`config.mk`:
```
export PLATFORM = sky130hd
export DESIGN_NAME = number_analyzer_p_flat
export DESIGN_NICKNAME = d
export VERILOG_FILES = /design/src/rtl/number_analyzer_p_if.sv /design/src/rtl/number_analyzer_p.sv /design/src/flat_wrapper.sv
export SDC_FILE = /design/constraint.sdc
export NUM_CORES = 1
export LEC_CHECK = 0
export CORE_AREA = 4 4 131 146
export DETAILED_ROUTE_END_ITERATION = 8
export DIE_AREA = 0 0 135 150
export GPL_TIMING_DRIVEN = 0
export HOLD_SLACK_MARGIN = 0.02
export PLACE_DENSITY_LB_ADDON = 0.1
export SYNTH_ARGS = -nofsm -noshare
export SYNTH_HDL_FRONTEND = slang
export SYNTH_SLANG_ARGS = --single-unit
export TNS_END_PERCENT = 30
```
`constraint.sdc`:
```
create_clock -name clk -period 2.7 [get_ports clk]
set_input_delay 0.54 -clock clk [delete_from_list [all_inputs] [get_ports clk]]
set_output_delay 0.54 -clock clk [all_outputs]
set_load 0.01 [all_outputs]
```
`src/rtl/number_analyzer_p_if.sv`:
```
// Request/result bundle for the number analyser: operand and enable mask
// in, status and result flags out.
interface number_analyzer_p_if #(
   parameter int WIDTH = 32,
   parameter int CNT_W = 8
);
   logic             go_i;
   logic [WIDTH-1:0] inp;
   logic [2:0]       test_en;
   logic             busy;
   logic             done_o;
   logic             isEven;
   logic             isFibonacci;
   logic             isPalindrome;
   logic [1:0]       state_o;
   logic [CNT_W-1:0] cycles_o;

   // Requester side: issues operands and watches results.
   modport master (
      output go_i, inp, test_en,
      input  busy, done_o, isEven, isFibonacci, isPalindrome, state_o, cycles_o
   );

   // Analyser side: accepts operands and publishes results.
   modport slave (
      input  go_i, inp, test_en,
      output busy, done_o, isEven, isFibonacci, isPalindrome, state_o, cycles_o
   );
endinterface

```
`src/rtl/number_analyzer_p.sv`:
```
// Parametrised number analyser. A single accepted operand is classified as
// even, Fibonacci member and binary palindrome. The even test is settled
// at acceptance; the other two run as independent iterative engines that
// advance once per RUN cycle and freeze when finished. The FSM leaves RUN
// on the cycle both engines report completion.
module number_analyzer_p #(
   parameter int WIDTH = 32,
   parameter int CNT_W = 8
) (
   input  logic         clk,
   input  logic         reset,
   number_analyzer_p_if.slave bus
);

   // Fibonacci accumulators carry two guard bits so that a term overshooting
   // the largest WIDTH-bit value still compares as greater, not wrapped.
   localparam int AW = WIDTH + 2;

   typedef enum logic [1:0] {
      ST_IDLE = 2'd0,
      ST_RUN  = 2'd1,
      ST_DONE = 2'd2
   } state_t;

   state_t           state_q;
   state_t           state_d;

   logic [WIDTH-1:0] x;
   logic             en_fib;
   logic             en_pal;

   logic [AW-1:0]    fib_a;
   logic [AW-1:0]    fib_b;
   logic             fib_done;

   logic [WIDTH-1:0] pal_t;
   logic [WIDTH-1:0] pal_r;
   logic             pal_done;

   logic [CNT_W-1:0] cnt;
   logic             is_even;
   logic             is_fib;
   logic             is_pal;

   logic             accept;
   logic             in_run;
   logic [AW-1:0]    x_ext;
   logic             fib_hit;
   logic             fib_over;
   logic             fib_fin;
   logic             pal_empty;
   logic             pal_fin;
   logic             all_fin;

   // Saturating increment: the counter sticks at all-ones.
   function automatic logic [CNT_W-1:0] sat_inc(input logic [CNT_W-1:0] v);
      logic [CNT_W-1:0] one;
      one = {{(CNT_W-1){1'b0}}, 1'b1};
      return (v == {CNT_W{1'b1}}) ? v : v + one;
   endfunction

   // One bit-reversal step: the LSB of t is appended to r.
   function automatic logic [WIDTH-1:0] rev_push(input logic [WIDTH-1:0] r_in,
                                                 input logic             bit_in);
      return {r_in[WIDTH-2:0], bit_in};
   endfunction

   assign accept    = (state_q == ST_IDLE) && bus.go_i;
   assign in_run    = (state_q == ST_RUN);
   assign x_ext     = {2'b00, x};
   assign fib_hit   = (fib_a == x_ext);
   assign fib_over  = (fib_a > x_ext);
   assign pal_empty = (pal_t == '0);

   // An engine counts as finished on the edge where it resolves, so the FSM
   // can leave RUN on the same edge the last flag is written.
   assign fib_fin = fib_done | ~en_fib | fib_hit | fib_over;
   assign pal_fin = pal_done | ~en_pal | pal_empty;
   assign all_fin = fib_fin & pal_fin;

   // State register.
   always_ff @(posedge clk) begin
      if (reset) state_q <= ST_IDLE;
      else       state_q <= state_d;
   end

   // Next-state logic; go_i is only looked at in IDLE, so requests while
   // busy or in the DONE cycle are dropped rather than queued.
   always_comb begin
      state_d = state_q;
      case (state_q)
         ST_IDLE: if (bus.go_i) state_d = ST_RUN;
         ST_RUN:  if (all_fin)  state_d = ST_DONE;
         ST_DONE: state_d = ST_IDLE;
         default: state_d = ST_IDLE;
      endcase
   end

   // Operand capture, even flag and RUN-cycle counter.
   always_ff @(posedge clk) begin
      if (reset) begin
         x       <= '0;
         en_fib  <= 1'b0;
         en_pal  <= 1'b0;
         is_even <= 1'b0;
         cnt     <= '0;
      end else if (accept) begin
         x       <= bus.inp;
         en_fib  <= bus.test_en[1];
         en_pal  <= bus.test_en[2];
         is_even <= bus.test_en[0] & ~bus.inp[0];
         cnt     <= '0;
      end else if (in_run) begin
         cnt     <= sat_inc(cnt);
      end
   end

   // Fibonacci engine: walk a,b along the sequence until a meets or passes x.
   always_ff @(posedge clk) begin
      if (reset) begin
         fib_a    <= '0;
         fib_b    <= '0;
         fib_done <= 1'b0;
         is_fib   <= 1'b0;
      end else if (accept) begin
         fib_a    <= '0;
         fib_b    <= {{(AW-1){1'b0}}, 1'b1};
         fib_done <= 1'b0;
         is_fib   <= 1'b0;
      end else if (in_run && !fib_done) begin
         if (!en_fib) begin
            fib_done <= 1'b1;
            is_fib   <= 1'b0;
         end else if (fib_hit) begin
            fib_done <= 1'b1;
            is_fib   <= 1'b1;
         end else if (fib_over) begin
            fib_done <= 1'b1;
            is_fib   <= 1'b0;
         end else begin
            fib_a    <= fib_b;
            fib_b    <= fib_a + fib_b;
         end
      end
   end

   // Palindrome engine: shift x out LSB-first into r until nothing is left;
   // leading zeros never enter r, so only significant bits are compared.
   always_ff @(posedge clk) begin
      if (reset) begin
         pal_t    <= '0;
         pal_r    <= '0;
         pal_done <= 1'b0;
         is_pal   <= 1'b0;
      end else if (accept) begin
         pal_t    <= bus.inp;
         pal_r    <= '0;
         pal_done <= 1'b0;
         is_pal   <= 1'b0;
      end else if (in_run && !pal_done) begin
         if (!en_pal) begin
            pal_done <= 1'b1;
            is_pal   <= 1'b0;
         end else if (pal_empty) begin
            pal_done <= 1'b1;
            is_pal   <= (pal_r == x);
         end else begin
            pal_r    <= rev_push(pal_r, pal_t[0]);
            pal_t    <= pal_t >> 1;
         end
      end
   end

   assign bus.busy         = (state_q != ST_IDLE);
   assign bus.done_o       = (state_q == ST_DONE);
   assign bus.state_o      = state_q;
   assign bus.cycles_o     = cnt;
   assign bus.isEven       = is_even;
   assign bus.isFibonacci  = is_fib;
   assign bus.isPalindrome = is_pal;

endmodule

```
`src/flat_wrapper.sv`:
```
// flat-port wrapper written by rule: the top's interface ports become plain ports
module number_analyzer_p_flat 
#(
   parameter int WIDTH = 32,
   parameter int CNT_W = 8
)
  (clk, reset, bus_go_i, bus_inp, bus_test_en, bus_busy, bus_done_o, bus_isEven, bus_isFibonacci, bus_isPalindrome, bus_state_o, bus_cycles_o);
  number_analyzer_p_if #(.WIDTH(WIDTH), .CNT_W(CNT_W)) bus_i ();
  input  logic clk;
  input  logic reset;
  input wire logic [$bits(bus_i.go_i)-1:0] bus_go_i;
  input wire logic [$bits(bus_i.inp)-1:0] bus_inp;
  input wire logic [$bits(bus_i.test_en)-1:0] bus_test_en;
  output wire logic [$bits(bus_i.busy)-1:0] bus_busy;
  output wire logic [$bits(bus_i.done_o)-1:0] bus_done_o;
  output wire logic [$bits(bus_i.isEven)-1:0] bus_isEven;
  output wire logic [$bits(bus_i.isFibonacci)-1:0] bus_isFibonacci;
  output wire logic [$bits(bus_i.isPalindrome)-1:0] bus_isPalindrome;
  output wire logic [$bits(bus_i.state_o)-1:0] bus_state_o;
  output wire logic [$bits(bus_i.cycles_o)-1:0] bus_cycles_o;
  assign bus_i.go_i = bus_go_i;
  assign bus_i.inp = bus_inp;
  assign bus_i.test_en = bus_test_en;
  assign bus_busy = bus_i.busy;
  assign bus_done_o = bus_i.done_o;
  assign bus_isEven = bus_i.isEven;
  assign bus_isFibonacci = bus_i.isFibonacci;
  assign bus_isPalindrome = bus_i.isPalindrome;
  assign bus_state_o = bus_i.state_o;
  assign bus_cycles_o = bus_i.cycles_o;
  number_analyzer_p #(.WIDTH(WIDTH), .CNT_W(CNT_W)) u_core (.clk(clk), .reset(reset), .bus(bus_i));
endmodule
```
==> impl_results.md, run 1 <==
* Fin cells at 1582
* Boundary Pins at 53
* Fill count at 1522
* Synth area leader: dfxtp_1
* Post-synthesis average cell area at 7.695 sq um
* Mapped Cells at 1244
* Setup WS pre-CTS at -0.3956 ns
* HPWL Detailed at 19700 um
* Post-synth cell types at 63
* P per Cell Area at 524.6 mW/mm^2
* Die Span Y at 150 um
* Post-DR vias/cell at 5.654
* Setup violators final at 0
* Placed insts at 1533
* Internal power at 4.497 mW
* Vias in the first global route at 8424
* Critical path buffer and inverter count at 1
* GR Util met2 at 0.4432
* First-pass GRT wire length at 42030 um
* Initial antenna violation count at 0
* Sequential power share at 0.470
* Minimum clock period at 2.691 ns
* Fin crit share at 0.9966
* Port buffer count at 51
* Status: finished clean
* Die area at 0.02025 sq mm
* Sequential area share after synthesis at 0.3785
* R2R Path Start: u_core.fib_b[0]$_SDFFE_PP0P_
* Critical path type: reg -> reg
* Synthesized flop and latch total at 181
* Peak supply drop at 0.4716 mV
* Clock power frac at 0.429
* CP Launch Point: u_core.fib_b[0]$_SDFFE_PP0P_
* Global route hottest layer: met2
* Crit path arrival time at 3.01 ns
* Post-route ant nets at 0
* RSZ-0062 raised after global routing: yes
* Core Region at 0.01755 sq mm
* Crit path largest cell delay at 0.36 ns
* CP max-delay cell: dfxtp_4
* Clk sink count at 181
* DRT Pass-1 Iters at 6
* Worst-Margin Slew at 0.8071 ns
* Layout cells sized above 1 at 0.1161
* Fin util at 0.6563
* CP Max Fanout at 3
* Area of the multi-input gates at 0.005771 sq mm
* Post-synth top flop: dfxtp_1
* Die width at 135 um
* Synth top area share at 0.3785
* Async set-reset flop share out of synthesis at 0
* CTS clk-pin slew, worst paths at 0.07 ns
* Clk Latency, worst-skew pair at 0.44 ns
* Area delta synth->final at 20.30%
* Met1 GRT Util at 0.3333
* Total vias in the final route at 8944
* Switching pwr at 1.545 mW
* Clock skew at 0.01241 ns
* Final RePlAce weighted congestion at 0.9025
* Drt drc at 0
* Total GRT Usage at 0.2591
* Hold Buf Count CTS at 0
* Fmax at 371.6 MHz
* Syn_nets at 1349
* TritonCTS Buffers at 17
* Congestion Overflow GR at 0
* Leak at 4.432 nW
* Ys Warns at 0
* Netlist Area Pre-Place at 0.009573 sq mm
* Root Driver: clkbuf_16
* CTS tree: yes
* Worst slew margin at 0.4590
* Dominant cells by area after synthesis: dfxtp_1 38%, nand2_1 14%, a21oi_1 9.3%
* Diodes inserted at 0
* H-Tree Depth at 4
* Kind of cell adding the most delay to the critical path: compound AO/OA/AOI/OAI gates
* Num rows at 51
* Post-route setup slack at 0.009213 ns
* Critical path, cell by cell: ha_4, inv_2, fa_2, nand2b_4, a21oi_4, o311ai_4, a211oi_4, or2_4, o41ai_4, nand3b_4, a2111oi_2, a311o_1
* Worst hold path class: reg -> reg
* Final Max Tran Viols at 0
* WL per Instance at 16.87 um
* Final Hold Vio Count at 0
* Critical path startpoint category: flip-flop
* Clock Tree Buf Depth at 2
* Fin nets at 1436
* Comb pwr share at 0.101
* DRT Wirelength at 26690 um
* Pin count of the biggest net entering global routing at 17
* Number of DRC markers in iteration 0 at 676
* Initial Utilization at 0.5455
* GR met3 Demand/Resource at 0.03430
* Post-synth EDFFs at 0
* Switch share at 0.2557
* Register Area at 0.003679 sq mm
* Max-cap violations at 0
* Hold_sp: u_core.bus.isEven$_SDFFE_PP0P_
* Critical Path Sink Type: flip-flop
* Critical Path RT at 3.02 ns
==> cell families (layout without fill, tap and decap cells) <==
family          Yosys count  after routing  share of synthesized area
buf+inv                 111            211                    0.04588
simple gates            529            529                     0.2409
compound gates          297            297                     0.1923
fa+ha+maj                67             67                    0.08835
xor+xnor                 58             58                    0.05307
flops                   181            181                     0.3785
mux                       1              1                   0.001046
==> power by group through the flow <==
| stage | registers, mW | logic, mW | clock network, mW |
|---|---|---|---|
| 2_1_floorplan | 2.87 | 0.353 | 0 |
| 3_3_place_gp | 2.90 | 0.556 | 0 |
| 3_5_place_dp | 2.90 | 0.563 | 0 |
| 4_1_cts | 2.84 | 0.598 | 2.61 |
| 5_1_grt | 2.85 | 0.674 | 2.73 |
| 6_report | 2.84 | 0.609 | 2.59 |
==> worst min-delay path, cell delays in order (launching register included) <==
cell     delay, ns
dfxtp_1       0.32
nand2_1       0.05
a21oi_1       0.05
==> per-layer routing <==
layer | share of wire | wire (um) | up-vias
met4 | 0.032 | 850 | 0
met3 | 0.042 | 1114 | 60
li1 | - | - | 4465
met5 | 0 | 0 | -
met1 | 0.45 | 11950 | 4171
met2 | 0.48 | 12780 | 248
==> placed cells by master (no fill, tap or decap), drive strengths merged, types with 3 or more instances in the layout <==
cell / count
or3: 6
nand3b: 3
nand2b: 8
nor4: 16
nor3: 14
or2: 4
nor2b: 6
nand3: 15
clkdlybuf4s50: 51
nand2: 348
o21bai: 4
a211oi: 6
clkinv: 3
clkbuf: 72
and4: 3
and3: 9
ha: 66
a311oi: 32
a21oi: 179
xnor2: 28
a31oi: 4
xor2: 30
inv: 50
dfxtp: 181
buf: 31
nor2: 72
a21o: 20
o21ai: 28
o31ai: 3
o211ai: 3
bufinv: 3
nand4: 19
==> sequential cells by signal (all words and copies together), names as in the netlist, 2 cells and up <==
name,count
u_core.fib_a,34
u_core.fib_b,34
u_core.pal_r,32
u_core.pal_t,32
u_core.x,32
u_core.bus.cycles_o,8
u_core.bus.state_o,2
==> synthesized netlist by cell type, types with 12 or more instances <==
cell type / count
a21o_1: 20
a21oi_1: 178
a311oi_1: 32
buf_2: 12
clkbuf_1: 50
dfxtp_1: 181
ha_1: 66
inv_1: 45
nand2_1: 348
nand3_1: 14
nand4_1: 18
nor2_1: 72
nor3_1: 12
nor4_1: 15
o21ai_0: 25
xnor2_1: 28
xor2_1: 30
==> final cells by class <==
class                   instances  share of cell area
plain buffers                  65             0.02857
clock buffers                  20             0.03879
clock inverters                12             0.01445
inverters                      45             0.01467
multi-input cells             952              0.5011
flip-flops and latches        181              0.3194
well taps                     238             0.02586
repair buffers                 69             0.05715
==> metrics by stage <==
step	total power, mW	cell area, sq um	setup TNS [ns]	hold slack, ns
3_3_place_gp	3.453	10380	-15.19	0.4470
3_5_place_dp	3.460	10380	-16.99	0.4548
4_1_cts	6.046	11230	-0.9979	0.4641
2_1_floorplan	3.226	9573	0	0.4363
6_report	6.042	11520	0	0.4621
5_1_grt	6.256	11520	-0.2798	0.4833
==> path summary, 6_finish.rpt <==
kind,slack [ns],cells past startpoint,endpoint
max,0.009,12,u_core.fib_b[26]$_SDFFE_PP0P_
min,0.46,2,u_core.bus.isEven$_SDFFE_PP0P_
max reg2reg,0.009,12,u_core.fib_b[26]$_SDFFE_PP0P_
min reg2reg,0.46,2,u_core.bus.isEven$_SDFFE_PP0P_
==> what timing repair did <==
item | CTS | global route
setup buffers | 9 | 9
endpoints found under the setup margin | 123 | 125
pin swaps | 11 | 17
gates resized for setup | 49 | 71
Power figures use the tool's default switching activity.
==> run 2, diff against run 1 <==
- CORE_AREA: 4 4 131 146 -> 4 4 126 140
- DIE_AREA: 0 0 135 150 -> 0 0 130 144
- clock period: 2.7 -> 3 ns (I/O delays scaled with it)
==> run 2 against run 1 <==
Net effect: routed wire length down 5.5%; sequential cell count unchanged; die area down 7.6%; global-route usage up 1.6 points; register-to-register slack better by 0.15 ns; non-clock buffer count decreased by 16; highest routed layer unchanged; final area fell by 3.6%; worst setup slack improved by 0.15 ns; total power fell by 7.8%; cell count shrank 3.2%; clock-buffer cell count down 2.
==> impl_results.md, run 2 (synthesis gave the netlist of run 1 again) <==
* Area delta synth->final at 16.01% (was 20.30%)
* R2R cell count at 13 (was 12)
* CTS tree: yes (unchanged)
* TritonCTS Buffers at 17 (unchanged)
* Critical Path RT at 3.27 ns (was 3.02 ns)
* Fin crit share at 0.9484 (was 0.9966)
* Clk Latency, worst-skew pair at 0.43 ns (was 0.44 ns)
* Hold Buf Count CTS at 0 (unchanged)
* Die width at 130 um (was 135 um)
* Pin count of the biggest net entering global routing at 17 (unchanged)
* Initial antenna violation count at 0 (unchanged)
* DRT Pass-1 Iters at 5 (was 6)
* R2R Path Start: u_core.x[23]$_SDFFE_PP0P_ (was u_core.fib_b[0]$_SDFFE_PP0P_)
* Max-cap violations at 0 (unchanged)
* Fin nets at 1420 (was 1436)
* Die area at 0.01872 sq mm (was 0.02025 sq mm)
* Setup violators final at 0 (unchanged)
* Final Hold Vio Count at 0 (unchanged)
* Crit path largest cell delay at 0.36 ns (about the same)
* Number of DRC markers in iteration 0 at 543 (was 676)
* Peak supply drop at 0.4390 mV (was 0.4716 mV)
* Layout cells sized above 1 at 0.05949 (was 0.1161)
* RSZ-0062 raised after global routing: yes (unchanged)
* Worst hold path class: reg -> reg (unchanged)
* Fin util at 0.6861 (was 0.6563)
* Clock skew at 0.01021 ns (was 0.01241 ns)
* Commonest cells after routing, fill and taps aside: 348 x nand2_1, 180 x dfxtp_1, 177 x a21oi_1 (was 346 x nand2_1, 175 x a21oi_1, 147 x dfxtp_1)
* Port buffer count at 51 (unchanged)
* Root Driver: clkbuf_16 (unchanged)
* HPWL Detailed at 19320 um (was 19700 um)
* Crit path arrival time at 3.12 ns (was 3.01 ns)
* CTS clk-pin slew, worst paths at 0.07 ns (about the same)
* Setup tns final at 0 ns (unchanged)
* First-pass GRT wire length at 41100 um (was 42030 um)
* Setup slack, reg-to-reg at 0.15 ns (was 0.009 ns)
* Boundary Pins at 53 (unchanged)
* H-Tree Depth at 4 (unchanged)
* Clock Tree Buf Depth at 2 (unchanged)
* Congestion Overflow GR at 0 (unchanged)
* Die Span Y at 144 um (was 150 um)
* DRT Wirelength at 25230 um (was 26690 um)
* Clk sink count at 181 (unchanged)
* Leak at 4.343 nW (was 4.432 nW)
* Critical path depth at 13 (was 12)
* Post-DR vias/cell at 5.775 (was 5.654)
* Fmax at 351.5 MHz (was 371.6 MHz)
* P per Cell Area at 501.7 mW/mm^2 (was 524.6 mW/mm^2)
* Worst-Margin Slew at 1.246 ns (was 0.8071 ns)
* Kind of cell adding the most delay to the critical path: compound AO/OA/AOI/OAI gates (unchanged)
* Critical path type: reg -> reg (unchanged)
* Critical path, cell by cell: inv_1, ha_1, a21o_1, a21o_1, a21oi_1, o21ai_0, a211oi_2, buf_4, nand3_4, clkbuf_4, clkbuf_4, nand2_1, a21oi_1 (was ha_4, inv_2, fa_2, nand2b_4, a21oi_4, o311ai_4, a211oi_4, or2_4, o41ai_4, nand3b_4, a2111oi_2, a311o_1)
* Minimum clock period at 2.845 ns (was 2.691 ns)
* Post-route ant nets at 0 (unchanged)
* Final RePlAce weighted congestion at 0.9061 (was 0.9025)
* Diodes inserted at 0 (unchanged)
* Final Max Tran Viols at 0 (unchanged)
* CP Max Fanout at 10 (was 3)
* Total vias in the final route at 8848 (was 8944)
* WL per Instance at 16.47 um (was 16.87 um)
* Total GRT Usage at 0.2747 (was 0.2591)
* CP Launch Point: u_core.x[23]$_SDFFE_PP0P_ (was u_core.fib_b[0]$_SDFFE_PP0P_)
* Num rows at 49 (was 51)
* Largest regs: u_core.fib_a (34), u_core.fib_b (34) (unchanged)
* Vias in the first global route at 8536 (was 8424)
* Drt drc at 0 (unchanged)
* CP max-delay cell: dfxtp_2 (was dfxtp_4)
* Core Region at 0.01619 sq mm (was 0.01755 sq mm)
* Worst slew margin at 0.1626 (was 0.4590)
* Critical path buffer and inverter count at 4 (was 1)
* Hold path depth at 2 (unchanged)
* Commonest non-fill, non-tap cell in the layout: nand2_1 (unchanged)
* Critical Path Sink Type: flip-flop (unchanged)
* Critical path startpoint category: flip-flop (unchanged)
* Status: finished clean (unchanged)
* Hold_sp: u_core.pal_r[31]$_SDFFE_PP0P_ (was u_core.bus.isEven$_SDFFE_PP0P_)
* Initial Utilization at 0.5915 (was 0.5455)
run 2: cell count changes in the layout (fill, tap and decap cells not counted), sizes merged:
cell / change
buf: -16
clkinvlp: +1
bufinv: +2
clkbuf: -2
inv: -2
clkinv: +1
run 2: layer usage:
| layer | GRT usage | up-vias | routed length (um) |
|---|---|---|---|
| met2 | 0.4792 | 224 | 12170 |
| li1 | - | 4439 | - |
| met5 | 0 | - | 0 |
| met4 | 0.1105 | 0 | 780 |
| met3 | 0.03436 | 53 | 1074 |
| met1 | 0.3444 | 4132 | 11210 |
run 2: path summary, 6_finish.rpt:
path	end
min reg2reg	u_core.pal_r[31]$_SDFFE_PP0P_
min	u_core.pal_r[31]$_SDFFE_PP0P_
max	u_core.fib_b[31]$_SDFFE_PP0P_
max reg2reg	u_core.fib_b[31]$_SDFFE_PP0P_
run 2: worst reg2reg max path, delay by kind of cell, from the launching register on:
kind | cells | cell delay [ns]
and+or+nand+nor | 2 | 0.25
DFF | 1 | 0.36
AOI/OAI and AO/OA | 6 | 1.05
adders and majority gates | 1 | 0.28
buffers and inverters | 4 | 0.75
run 2: repair_timing:
item,4_1_cts,5_1_grt
pin swaps,1,4
buffers inserted,0,1
gates resized for setup,4,23
setup endpoints to repair,23,66
run 2: cell type report:
cell class / instances / area, sq um
tap: 204 / 255.2
sequential: 181 / 3625
clock buffer: 18 / 439.2
timing repair buffer: 52 / 518.0
clock inverter: 14 / 221.5
fill: 1403 / 5080
multi-input combinational: 952 / 5593
inverter: 45 / 168.9
buffer: 66 / 285.3
run 2: power breakdown:
group / switching [mW] / internal, mW
registers: 0.0741 / 2.48
clock network: 0.982 / 1.51
logic: 0.324 / 0.198
total: 1.38 / 4.19
run 2: per-stage QoR:
step           cell area [sq um]  worst slack, ns  cells  hold slack (ns)  power (mW)
2_1_floorplan               9573           0.3508   1244           0.4363       2.903
3_3_place_gp               10340         -0.04202   1499           0.4472       3.102
3_5_place_dp               10340         -0.06768   1499           0.4529       3.111
4_1_cts                    11020          0.02105   1531           0.4672       5.566
5_1_grt                    11110         -0.01725   1532           0.4788       5.739
6_report                   11110           0.1549   1532           0.4671       5.572
==> run 3, diff against run 2 <==
- PLACE_DENSITY_LB_ADDON: 0.1 -> 0.08
- SLEW_MARGIN: default -> 0
==> run 3 against run 2 <==
Net effect: routed wire length decreased by 0.22%; non-clock buffer count unchanged; sequential power about the same; global-route usage about the same; hold slack got worse by 0.0029 ns; largest cell class unchanged.
==> impl_results.md, run 3 (synthesis gave the netlist of run 1 again) <==
* Hold path depth at 2 (unchanged)
* Pin count of the biggest net entering global routing at 18 (was 17)
* Largest regs: u_core.fib_a (34), u_core.fib_b (34) (unchanged)
* Area delta synth->final at 15.40% (was 16.01%)
* Peak supply drop at 0.3781 mV (was 0.4390 mV)
* H-Tree Depth at 4 (unchanged)
* Setup violators final at 0 (unchanged)
* Fill count at 1394 (was 1403)
* Placed insts at 1499 (unchanged)
* Hold Buf Count CTS at 0 (unchanged)
* CTS clk-pin slew, worst paths at 0.07 ns (about the same)
* Total vias in the final route at 8816 (was 8848)
* Setup slack, reg-to-reg at 0.1 ns (was 0.15 ns)
* Setup tns final at 0 ns (unchanged)
* Critical path startpoint category: flip-flop (unchanged)
* R2R cell count at 11 (was 13)
* Fmax at 344.5 MHz (was 351.5 MHz)
* WHS at 0.4642 ns (was 0.4671 ns)
* TritonCTS Buffers at 17 (unchanged)
* Die Span Y at 144 um (unchanged)
* Cell area after layout at 0.01105 sq mm (was 0.01111 sq mm)
* Overall power at 5.357 mW (was 5.572 mW)
* Total GRT Usage at 0.2748 (was 0.2747)
* CTS tree: yes (unchanged)
* Worst hold path class: reg -> reg (unchanged)
* Placed Area at 0.01034 sq mm (unchanged)
* Core Region at 0.01619 sq mm (unchanged)
* Minimum clock period at 2.903 ns (was 2.845 ns)
* Fin util at 0.6825 (was 0.6861)
* Congestion Overflow GR at 0 (unchanged)
* DRT Wirelength at 25180 um (was 25230 um)
* Reg-to-Reg End: u_core.fib_b[26]$_SDFFE_PP0P_ (was u_core.fib_b[31]$_SDFFE_PP0P_)
* Commonest non-fill, non-tap cell in the layout: nand2_1 (unchanged)
* Final Max Tran Viols at 0 (unchanged)
* Clock Tree Buf Depth at 2 (unchanged)
* Layout cells sized above 1 at 0.05497 (was 0.05949)
* Post-route ant nets at 0 (unchanged)
* Fin cells at 1532 (unchanged)
* Critical Path RT at 3.32 ns (was 3.27 ns)
* Initial Utilization at 0.5915 (unchanged)
* Critical Path Sink Type: flip-flop (unchanged)
* Clk sink count at 181 (unchanged)
* HPWL Detailed at 19270 um (was 19320 um)
* WL per Instance at 16.43 um (was 16.47 um)
* Endpoint, Worst Hold: u_core.x[21]$_SDFFE_PP0P_ (was u_core.pal_r[31]$_SDFFE_PP0P_)
* Port buffer count at 51 (unchanged)
* Worst slew margin at 0.1429 (was 0.1626)
* Hold_sp: u_core.x[21]$_SDFFE_PP0P_ (was u_core.pal_r[31]$_SDFFE_PP0P_)
* Boundary Pins at 53 (unchanged)
* Leak at 4.297 nW (was 4.343 nW)
* Post-DR vias/cell at 5.755 (was 5.775)
* R2R Path Start: u_core.x[31]$_SDFFE_PP0P_ (was u_core.x[23]$_SDFFE_PP0P_)
* Post-route setup slack at 0.09704 ns (was 0.1549 ns)
* Setup WS pre-CTS at -0.04096 ns (was -0.06768 ns)
* Clk Latency, worst-skew pair at 0.43 ns (about the same)
* RSZ-0062 raised after global routing: yes (unchanged)
* Die area at 0.01872 sq mm (unchanged)
* Fin crit share at 0.9677 (was 0.9484)
* Vias in the first global route at 8252 (was 8536)
* First-pass GRT wire length at 41010 um (was 41100 um)
* Drt drc at 0 (unchanged)
* Final RePlAce weighted congestion at 0.9622 (was 0.9061)
* Commonest cells after routing, fill and taps aside: 348 x nand2_1, 181 x dfxtp_1, 177 x a21oi_1 (was 348 x nand2_1, 180 x dfxtp_1, 177 x a21oi_1)
* Initial antenna violation count at 0 (unchanged)
* Crit path arrival time at 3.22 ns (was 3.12 ns)
* Diodes inserted at 0 (unchanged)
* CP Max Fanout at 6 (was 10)
* Number of DRC markers in iteration 0 at 688 (was 543)
* Root Driver: clkbuf_16 (unchanged)
* Clock skew at 0.009379 ns (was 0.01021 ns)
* Status: finished clean (unchanged)
* DRT Pass-1 Iters at 5 (unchanged)
* Worst-Margin Slew at 1.276 ns (was 1.246 ns)
* Final Hold Vio Count at 0 (unchanged)
* Die width at 130 um (unchanged)
* Critical path type: reg -> reg (unchanged)
* Max-cap violations at 0 (unchanged)
* P per Cell Area at 485.0 mW/mm^2 (was 501.7 mW/mm^2)
* Num rows at 49 (unchanged)
* Fin nets at 1420 (unchanged)
[run 3: cell count changes in the layout (fill, tap and decap cells not counted), sizes merged]
cell / change
bufinv: -3
inv: +2
buf: -1
clkbuf: +1
clkinv: +1
[run 3: worst max-delay path, cell delays in order, from the launching register on]
cell and delay, ns:
dfxtp_1 0.40, inv_1 0.06, ha_1 0.31, nand2_1 0.08, or4_1 0.48, nor2_1 0.29
o311ai_4 0.18, and3_1 0.22, buf_2 0.16, and3_1 0.18, and3_1 0.17, a311o_1 0.26
[run 3: area by class of cell]
type | instances | area, sq um | area share
repair buffers | 52 | 518.0 | 0.04689
flip-flops and latches | 181 | 3623 | 0.3280
well taps | 204 | 255.2 | 0.02311
multi-input cells | 952 | 5589 | 0.5059
plain buffers | 66 | 292.8 | 0.02650
clock inverters | 14 | 170.2 | 0.01540
clock buffers | 18 | 429.2 | 0.03885
inverters | 45 | 168.9 | 0.01529
[run 3: layer usage]
layer,share of wire,vias to the layer above,GRT usage
met1,0.45,4088,0.3583
met5,0,-,0
met4,0.030,0,0.1061
met3,0.041,61,0.03583
met2,0.48,240,0.4643
li1,-,4427,-
[run 3: how the worst max path moves through the flow]
stage                                             from  cells after the start  slack [ns]                       endpoint
after floorplan           u_core.fib_b[0]$_SDFFE_PP0P_                     12        0.35  u_core.fib_b[26]$_SDFFE_PP0P_
after global placement    u_core.fib_b[0]$_SDFFE_PP0P_                     12       -0.03  u_core.fib_b[30]$_SDFFE_PP0P_
after detailed placement  u_core.fib_b[0]$_SDFFE_PP0P_                     12       -0.04  u_core.fib_b[30]$_SDFFE_PP0P_
after CTS                     u_core.x[9]$_SDFFE_PP0P_                     12        0.02  u_core.fib_b[31]$_SDFFE_PP0P_
after global routing      u_core.fib_b[0]$_SDFFE_PP0P_                     12       -0.06  u_core.fib_b[30]$_SDFFE_PP0P_
final                        u_core.x[31]$_SDFFE_PP0P_                     11         0.1  u_core.fib_b[26]$_SDFFE_PP0P_
[run 3: report_power, final]
group	internal, mW	switching [mW]	leakage (nW)
Sequential	2.48	0.0739	1.47
Combinational	0.198	0.322	2.54
Clock	1.26	1.03	0.287
[run 3: timing repair]
action,in CTS,in global routing
gates resized for setup,2,22
pin swaps,1,2
buffers inserted,0,1
gates cloned,0,0
setup endpoints to repair,13,90
==> RTL change, RTL diff (flow settings as in run 1) <==
`WIDTH` is set to 32 in 3 places; all go to 28.
--- a/src/rtl/number_analyzer_p_if.sv
+++ b/src/rtl/number_analyzer_p_if.sv
@@ -2,5 +2,5 @@
 // in, status and result flags out.
 interface number_analyzer_p_if #(
-   parameter int WIDTH = 32,
+   parameter int WIDTH = 28,
    parameter int CNT_W = 8
 );
--- a/src/rtl/number_analyzer_p.sv
+++ b/src/rtl/number_analyzer_p.sv
@@ -5,5 +5,5 @@
 // on the cycle both engines report completion.
 module number_analyzer_p #(
-   parameter int WIDTH = 32,
+   parameter int WIDTH = 28,
    parameter int CNT_W = 8
 ) (
--- a/src/flat_wrapper.sv
+++ b/src/flat_wrapper.sv
@@ -2,5 +2,5 @@
 module number_analyzer_p_flat 
 #(
-   parameter int WIDTH = 32,
+   parameter int WIDTH = 28,
    parameter int CNT_W = 8
 )
Ports: changed (resized bus_inp); port bits go from 53 to 49. No check against the original RTL was run, so the function may have changed too.
==> RTL change against run 1 <==
- total power decreased by 6.6%
- sequential cell count decreased by 20
- area after synthesis decreased by 12%
- fmax increased by 0.55%
- clock power decreased by 2%
- critical path type unchanged
- critical path depth unchanged
- worst setup slack improved by 0.015 ns
- sequential share of layout area increased by 0.14 points
- wire length decreased by 16%
- critical endpoint is now u_core.fib_b[24]
- die area unchanged
- final area decreased by 13%
==> RTL change: results <==
export IMPL_tightestPinTransition_ns=0.913
export IMPL_layout_nets=1250
export IMPL_drt_wl_total_um=22500
export IMPL_internal_power_mw=4.17
export IMPL_fill_cells=1675
export IMPL_synth_area_top_cells="dfxtp_1 (38%), nand2_1 (13%), a21oi_1 (8.7%)"
export IMPL_drive_above_1_share=0.0778
export IMPL_crit_path_max_fanout=5
export IMPL_place_ws_ns=-0.130
export IMPL_dp_hpwl_um=17400
export IMPL_yosysUniqueCellTypes=57
export IMPL_cp_top_family="simple AND/OR/NAND/NOR gates"
export IMPL_outcome="finished, final reports clean"
export IMPL_synth_compound_area_share=0.204
export IMPL_dp_cells=1367
export IMPL_top_regs="u_core.fib_a (30), u_core.fib_b (30)"
export IMPL_p_leak_nw=3.95
export IMPL_crit_path_max_incr_delay_ns=0.51
export IMPL_grt_pass1_vias=7316
export IMPL_portBuffers=48
export IMPL_grt_use_met1=0.283
export IMPL_power_mw=5.64
export IMPL_syn_nets=1174
export IMPL_worstPathArrival_ns=3.04
export IMPL_wl_met1_um=10200
export IMPL_cp_slowest_cell="or4b_1"
export IMPL_avgSynthCellArea_um2=7.79
export IMPL_drt_iter0_drc=412
export IMPL_synthMuxAreaShare=0.00238
export IMPL_vias=7606
export IMPL_wl_met3_um=840
export IMPL_wl_met2_um=10900
export IMPL_vias_per_cell=5.41
export IMPL_grt_util_met2=0.394
export IMPL_grt_usage=0.227
export IMPL_place_area_mm2=0.00920
export IMPL_synth_xor_area_frac=0.0520
export IMPL_gp_congestion=0.868
export IMPL_p_per_area_mw_per_mm2=560
export IMPL_seq_power_mw=2.53
[RTL change: timing repair]
action	CTS	global route
setup endpoints to repair	71	82
cloned	0	0
pin swaps	5	9
buffers inserted	3	7
gates resized for setup	17	29
[RTL change: final timing paths]
path / start / to / slack [ns] / cells past startpoint
max reg2reg: u_core.fib_b[0] / u_core.fib_b[24] / 0.02 / 12
min: u_core.pal_r[27] / u_core.pal_r[27] / 0.47 / 2
min reg2reg: u_core.pal_r[27] / u_core.pal_r[27] / 0.47 / 2
max: u_core.fib_b[0] / u_core.fib_b[24] / 0.02 / 12
[RTL change: area by class of cell]
| class | count | share of cell area |
|---|---|---|
| multi-input combinational | 827 | 0.495 |
| sequential | 161 | 0.321 |
| timing repair buffer | 57 | 0.0548 |
| clock buffer | 18 | 0.0436 |
| tap | 238 | 0.0296 |
| buffer | 54 | 0.0243 |
| clock inverter | 13 | 0.0174 |
| inverter | 39 | 0.0145 |
